### config.mk
export PLATFORM = sky130hd
export DESIGN_NAME = comb_eval_arb
export DESIGN_NICKNAME = d
export VERILOG_FILES = /design/src/rtl/comb_eval_arb.sv
export SDC_FILE = /design/constraint.sdc
export NUM_CORES = 1
export LEC_CHECK = 0
export CAP_MARGIN = 10
export CORE_MARGIN = 2
export CORE_UTILIZATION = 44
export DETAILED_ROUTE_END_ITERATION = 8
export PLACE_DENSITY = 0.81
export SLEW_MARGIN = 10
export SYNTH_ARGS = -nofsm -noshare
export SYNTH_HDL_FRONTEND = slang
export SYNTH_SLANG_ARGS = --single-unit
### constraint.sdc
create_clock -name clk -period 2.4 [get_ports clk]
set_input_delay 0.24 -clock clk [delete_from_list [all_inputs] [get_ports clk]]
set_output_delay 0.24 -clock clk [all_outputs]
set_load 0.03 [all_outputs]
### src/rtl/comb_eval_arb.sv
// comb_eval_arb: 4-way round-robin arbiter feeding a one-shot
// evaluator of f & ((a & b & c) | (d & e)) with a saturating true-count.
module comb_eval_arb #(
  parameter int CNT_W = 8
) (
  input  logic             clk,
  input  logic             rst,
  input  logic [3:0]       req,
  input  logic [23:0]      op,
  output logic [3:0]       gnt,
  output logic             busy,
  output logic             res_valid,
  output logic             res,
  output logic [1:0]       res_id,
  output logic [CNT_W-1:0] true_cnt
);

  typedef enum logic [1:0] {
    IDLE = 2'd0,
    EVAL = 2'd1,
    RESP = 2'd2
  } state_t;

  state_t state_q, state_d;

  logic [3:0]       gnt_q, gnt_d;
  logic [1:0]       last_q, last_d;
  logic [1:0]       win_q, win_d;
  logic [5:0]       opnd_q, opnd_d;
  logic             res_q, res_d;
  logic [1:0]       res_id_q, res_id_d;
  logic [CNT_W-1:0] cnt_q, cnt_d;

  logic [1:0] win;
  logic [1:0] cand;
  logic       found;
  logic [5:0] slice;
  logic       eval_r;

  // Search begins one past the last grant and wraps back to it.
  always_comb begin
    win   = last_q;
    cand  = last_q;
    found = 1'b0;
    for (int i = 1; i <= 4; i++) begin
      cand = last_q + 2'(i);
      if (!found && req[cand]) begin
        found = 1'b1;
        win   = cand;
      end
    end
  end

  always_comb begin
    slice = op[5:0];
    unique case (win)
      2'd0: slice = op[5:0];
      2'd1: slice = op[11:6];
      2'd2: slice = op[17:12];
      2'd3: slice = op[23:18];
      default: slice = op[5:0];
    endcase
  end

  // Operand bit order is {a,b,c,d,e,f} with a at the MSB.
  assign eval_r = opnd_q[0] &
                  ((opnd_q[5] & opnd_q[4] & opnd_q[3]) |
                   (opnd_q[2] & opnd_q[1]));

  always_comb begin
    state_d  = state_q;
    gnt_d    = 4'b0000;
    last_d   = last_q;
    win_d    = win_q;
    opnd_d   = opnd_q;
    res_d    = res_q;
    res_id_d = res_id_q;
    cnt_d    = cnt_q;
    unique case (state_q)
      IDLE: begin
        if (found) begin
          state_d = EVAL;
          gnt_d   = 4'b0001 << win;
          last_d  = win;
          win_d   = win;
          opnd_d  = slice;
        end
      end
      EVAL: begin
        state_d  = RESP;
        res_d    = eval_r;
        res_id_d = win_q;
        if (eval_r && (cnt_q != {CNT_W{1'b1}})) begin
          cnt_d = cnt_q + 1'b1;
        end
      end
      RESP: begin
        state_d = IDLE;
      end
      default: begin
        state_d = IDLE;
      end
    endcase
  end

  always_ff @(posedge clk) begin
    if (rst) begin
      state_q  <= IDLE;
      gnt_q    <= 4'b0000;
      last_q   <= 2'd3;
      win_q    <= 2'd0;
      opnd_q   <= 6'd0;
      res_q    <= 1'b0;
      res_id_q <= 2'd0;
      cnt_q    <= '0;
    end else begin
      state_q  <= state_d;
      gnt_q    <= gnt_d;
      last_q   <= last_d;
      win_q    <= win_d;
      opnd_q   <= opnd_d;
      res_q    <= res_d;
      res_id_q <= res_id_d;
      cnt_q    <= cnt_d;
    end
  end

  assign gnt       = gnt_q;
  assign busy      = (state_q != IDLE);
  assign res_valid = (state_q == RESP);
  assign res       = res_q;
  assign res_id    = res_id_q;
  assign true_cnt  = cnt_q;

endmodule

==> Word-level counts from Yosys, hierarchy flattened <==
Index checks and enable logic that the tools add are counted.
{ "op_classes": {"addsub": 4, "magnitude_cmp": 4, "eq_ne": 7, "shifts": 1, "muxes": 19, "bitwise": 7, "reduce_logical": 13} }
{ "op_table": {"columns": ["op", "count"], "rows": [
  ["6-bit one-hot mux with 4 select lines", 1],
  ["2-bit by 3-bit < comparator with 1-bit output (second input constant)", 4],
  ["2-bit 2-to-1 mux", 5],
  ["8-bit by 1-bit adder with 8-bit output (second input constant)", 1],
  ["1-bit binary-select mux with 2-bit select", 4],
  ["1-bit 2-to-1 mux", 8],
  ["8-bit != test (second input constant)", 1],
  ["2-bit == test (second input constant)", 3],
  ["2-bit adder (second input constant)", 2],
  ["1-bit bitwise AND", 4],
  ["2-bit by 1-bit == test with 1-bit output (second input constant)", 2],
  ["1-bit logical AND", 4],
  ["2-bit logical NOT", 2],
  ["2-bit one-hot mux with 2 select lines", 1],
  ["2-bit AND reduction", 2],
  ["1-bit by 2-bit left shift with 4-bit output (first input constant)", 1],
  ["1-bit logical NOT", 3],
  ["3-bit OR reduction", 1],
  ["2-bit by 1-bit adder with 2-bit output (second input constant)", 1],
  ["2-bit != test (second input constant)", 1],
  ["1-bit inverter", 2],
  ["2-bit nonzero test", 1],
  ["1-bit OR", 1]
]} }
{ "word_totals": {"regBits": 27, "output_inout_bits": 17} }

==> Longest topological paths before layout <==
{ "depth": {"word_depth": 15, "ltp_mapped": 6} }

==> Worst setup path before layout <==
No wires, ideal clock.
{ "synth_timing": {"path_kind": "reg2reg", "startpoint": "register cnt_q[0], in the netlist true_cnt[0]", "endpoint": "register cnt_q[2], in the netlist true_cnt[2]", "t_arrival_ps": 1675, "t_required_ps": 2272, "path_slack_ps": 597, "path_stages_with_launch": 7, "synth_period_minus_slack_ps": 1803, "cell_sequence": "dfxtp_1 -> ha_1 -> nand2_1 -> nor3_1 -> nor3b_1 -> xnor2_1 -> nor2_1"} }
{ "synth_via": {"elab_chain_cells": 3, "elab_cells_between_ends": 4} }
{ "synth_lines": {"columns": ["element", "line", "text"], "rows": [
  ["from (decl)", "32", "logic [CNT_W-1:0] cnt_q, cnt_d;"],
  ["from (signal assigned)", "124", "cnt_q <= cnt_d;"],
  ["branches (longest 3 deep; another with 8-bit by 1-bit adder with 8-bit output)", null, null]
]} }
Several ways; the timed one is not identified.
A chain may end at the register's enable or synchronous reset.

==> Final worst setup path <==
{ "layout_timing": {"startpoint": "input port req[1]", "endpoint": "register opnd_q[0]"} }
{ "layout_via": {"elab_chain_cells": 14, "elab_cells_between_ends": 28} }
{ "layout_lines": {"columns": ["element", "line", "text"], "rows": [
  ["from (decl)", "8", "input logic [3:0] req,"],
  ["1-bit binary-select mux with 2-bit select", "47", "if (!found && req[cand]) begin"],
  ["1-bit 2-to-1 mux (implied by the code)", "47", null],
  ["1-bit 2-to-1 mux", "47", null],
  ["1-bit logical NOT", "47", null],
  ["1-bit logical AND", "47", null],
  ["1-bit 2-to-1 mux", "47", null],
  ["1-bit logical NOT", "47", null],
  ["1-bit logical AND", "47", null],
  ["1-bit 2-to-1 mux", "47", null],
  ["1-bit logical NOT", "47", null],
  ["1-bit logical AND", "47", null],
  ["2-bit 2-to-1 mux", "47", null],
  ["2-bit == test (tied with other cells)", "56", "unique case (win)"],
  ["6-bit one-hot mux with 4 select lines", "56", null],
  ["to (signal assigned)", "121", "opnd_q <= opnd_d;"],
  ["to (decl)", "29", "logic [5:0] opnd_q, opnd_d;"]
]} }
Several ways; a longest one is shown, not always the timed one. The select of a mux whose other input is x is not followed.

==> out/results.ini <==
[place]
routabilityCongestion=0.797
dp_hpwl_mm=2.22
place_ws_ps=150
portBuffers=46

[critical_path]
required_ps=2610
cp-end-kind=register
critical_path.max_fanout=14
path_class=in -> reg
cp-start-kind=input port
worstPathArrival_ps=2130

[pwr]
p_total_mw=0.977
power.density_mw_per_mm2=528
p_leak_nw=0.733
vdd_drop_max_mv=0.241

[run_status]
status=finished, violations left
violations=DRC

[route]
first_pass_iters=6
wl_per_cell_um=12.9
drt_wl_total_mm=2.76
drc=2
route.met2.wl_mm=1.39
wirelength_met1_mm=1.14
wl_met3_um=228
highest_layer=met4
drt_iter0_drc=50
num_vias=1191
viasPerCell=5.57
drtAntennaViolNets=0

[global_routing]
grt_usage=0.172
grt_max_degree=15
antenna_found_initial=0
grt_pass1_wl_mm=4.69
grt_pass1_vias=1139
grt_overflow=0

[run]
max_cap_viol_count=0

[sta]
setup-tns-final_ps=0
slew_headroom=0.506
min_period_ps=1920
finalCritPeriodShare=0.798
max_freq_ghz=0.522
rsz0062_at_grt=no
worst_clock_skew_ps=1.21
setup_ws_ps=485
slew_violations=0
setup_viol=0
hold_viol=0
tightest_slew_ps=735

[clock_network]
cts-resized-gates=0
cts_sinks=27
clk-insertion-delay-late_ps=310
hold_buffers=0
cts_inserted_buffers=3
clkTransAtPathRegs_ps=130
cts-root-buf=clkbuf_4
h-tree-depth=1
cts_tree=done
cts_setup_buffers=0
cts_buffer_depth=2

[logic_synthesis]
yosysUniqueCellTypes=38
synth-seq-cells=27
synth_cells=134
ys_warn_count=0
syn_area_per_cell_sq_um=9.91
synth_area_sq_mm=0.00133
yosysSeqAreaShare=0.407
mappedNetlistNets=165

[die]
core_area_sq_mm=0.00281
die_x_um=58.9
rows=19
dieHeight_um=58.9
initial_core_util=0.473
die-area_sq_mm=0.00347
io_pins=47

[final_layout]
num_antenna_cells=0
nets=215
fillers=230
layout-drive-gt1-share=0.148
area_growth_pct=39.2

[hold_path]
worstHoldPathType=reg -> reg

## flip-flops by register name, indices dropped and copies added, names as in the netlist
register and count:
gnt 4, true_cnt 8, res 1, res_id 2, last_q 2, opnd_q 6, state_q 2, win_q 2
## path summary, 6_finish.rpt
check,from,to,slack (ps),depth (start not counted)
min reg2reg,res,res,470,2
min,res,res,470,2
max reg2reg,last_q[0],opnd_q[0],530,6
max,req[1],opnd_q[0],480,7
## metrics by stage
step	hold WS (ps)	area [sq um]	utilization	std cells
floorplan	452	1330	-	134
global placement	442	1820	0.649	210
detailed placement	451	1820	0.649	210
CTS	470	1850	0.659	214
global route	503	1850	0.659	214
finish	465	1850	0.659	214
## layout make-up
cell class	count	area, sq um	share of cell area
timing repair buffer	50	490	0.265
sequential	27	541	0.292
clock buffer	4	26.3	0.0142
inverter	3	11.3	0.00609
tap	31	38.8	0.0210
multi-input combinational	99	741	0.401
## cell usage after synthesis
| cell type | number | area [sq um] |
|---|---|---|
| and2b_2 | 1 | 8.76 |
| a211o_1 | 1 | 8.76 |
| o21a_1 | 2 | 15.0 |
| a21oi_1 | 4 | 20.0 |
| nand4_1 | 1 | 6.26 |
| nor4b_2 | 1 | 15.0 |
| nand2b_4 | 1 | 13.8 |
| mux2_2 | 7 | 78.8 |
| nor3b_1 | 2 | 15.0 |
| a32oi_1 | 1 | 8.76 |
| nor2_1 | 18 | 67.6 |
| dfxtp_1 | 27 | 541 |
| nor3_1 | 5 | 25.0 |
| nand2_1 | 7 | 26.3 |
| nor4_2 | 1 | 12.5 |
| mux2_4 | 5 | 75.1 |
| a221o_1 | 6 | 60.1 |
| or4_4 | 1 | 11.3 |
| clkbuf_2 | 1 | 5.00 |
| o21ai_2 | 1 | 8.76 |
| or3b_1 | 1 | 8.76 |
| ha_1 | 1 | 12.5 |
| o21ai_0 | 2 | 10.0 |
| a21oi_2 | 1 | 8.76 |
| mux2i_1 | 2 | 20.0 |
| xnor2_1 | 6 | 52.6 |
| nor2b_1 | 3 | 18.8 |
| and2b_1 | 2 | 15.0 |
| nand3b_1 | 1 | 7.51 |
| and3_1 | 6 | 37.5 |
| nor4_1 | 2 | 12.5 |
| inv_1 | 3 | 11.3 |
| buf_6 | 2 | 22.5 |
| clkbuf_1 | 2 | 7.51 |
| and2_1 | 3 | 18.8 |
| nand3_1 | 2 | 10.0 |
| o211a_1 | 1 | 10.0 |
| o211ai_4 | 1 | 21.3 |
## placed cells by master, fill, tap and decap left out, types with 2 or more instances in the layout
cell / instances
and2b_1: 2
nor4_1: 2
buf_4: 4
and3_1: 6
xnor2_1: 6
and2_1: 3
o21ai_0: 2
nor3b_1: 2
clkdlybuf4s50_1: 46
mux2_2: 7
a221o_1: 6
o21a_1: 2
nand3_1: 2
dfxtp_1: 27
mux2_4: 5
inv_1: 3
nor3_1: 5
nand2_1: 7
nor2_1: 18
a21oi_1: 4
nor2b_1: 3
clkbuf_4: 3
mux2i_1: 2
## worst max-delay path, stage by stage
cell and delay, ps:
clkdlybuf4s50_1 530, and2b_1 190, a21oi_2 60, o211ai_4 150
buf_4 250, mux2_2 370, a221o_1 340
## metal layers
metal / GRT usage / up-vias
met3: 0.0396 / 2
met2: 0.305 / 55
met4: 0.0617 / 0
li1: - / 579
met5: 0 / -
met1: 0.202 / 555
## where the power goes
group / internal (mW) / switching, mW / total (mW) / leakage (nW)
Clock: 0.0648 / 0.121 / 0.186 / 0.0150
Combinational: 0.161 / 0.119 / 0.280 / 0.497
Sequential: 0.487 / 0.0236 / 0.511 / 0.221
## cells by family after synthesis
group                    count (synthesis)  share of synthesized area
multiplexers                            14                      0.131
AND/OR/NAND/NOR                         58                      0.249
adder cells (fa/ha/maj)                  1                    0.00942
AO/OA/AOI/OAI                           20                      0.129
flip-flops                              27                      0.407
XOR/XNOR                                 6                     0.0396
buffers and inverters                    8                     0.0349
(Power assumes the default switching activity.)
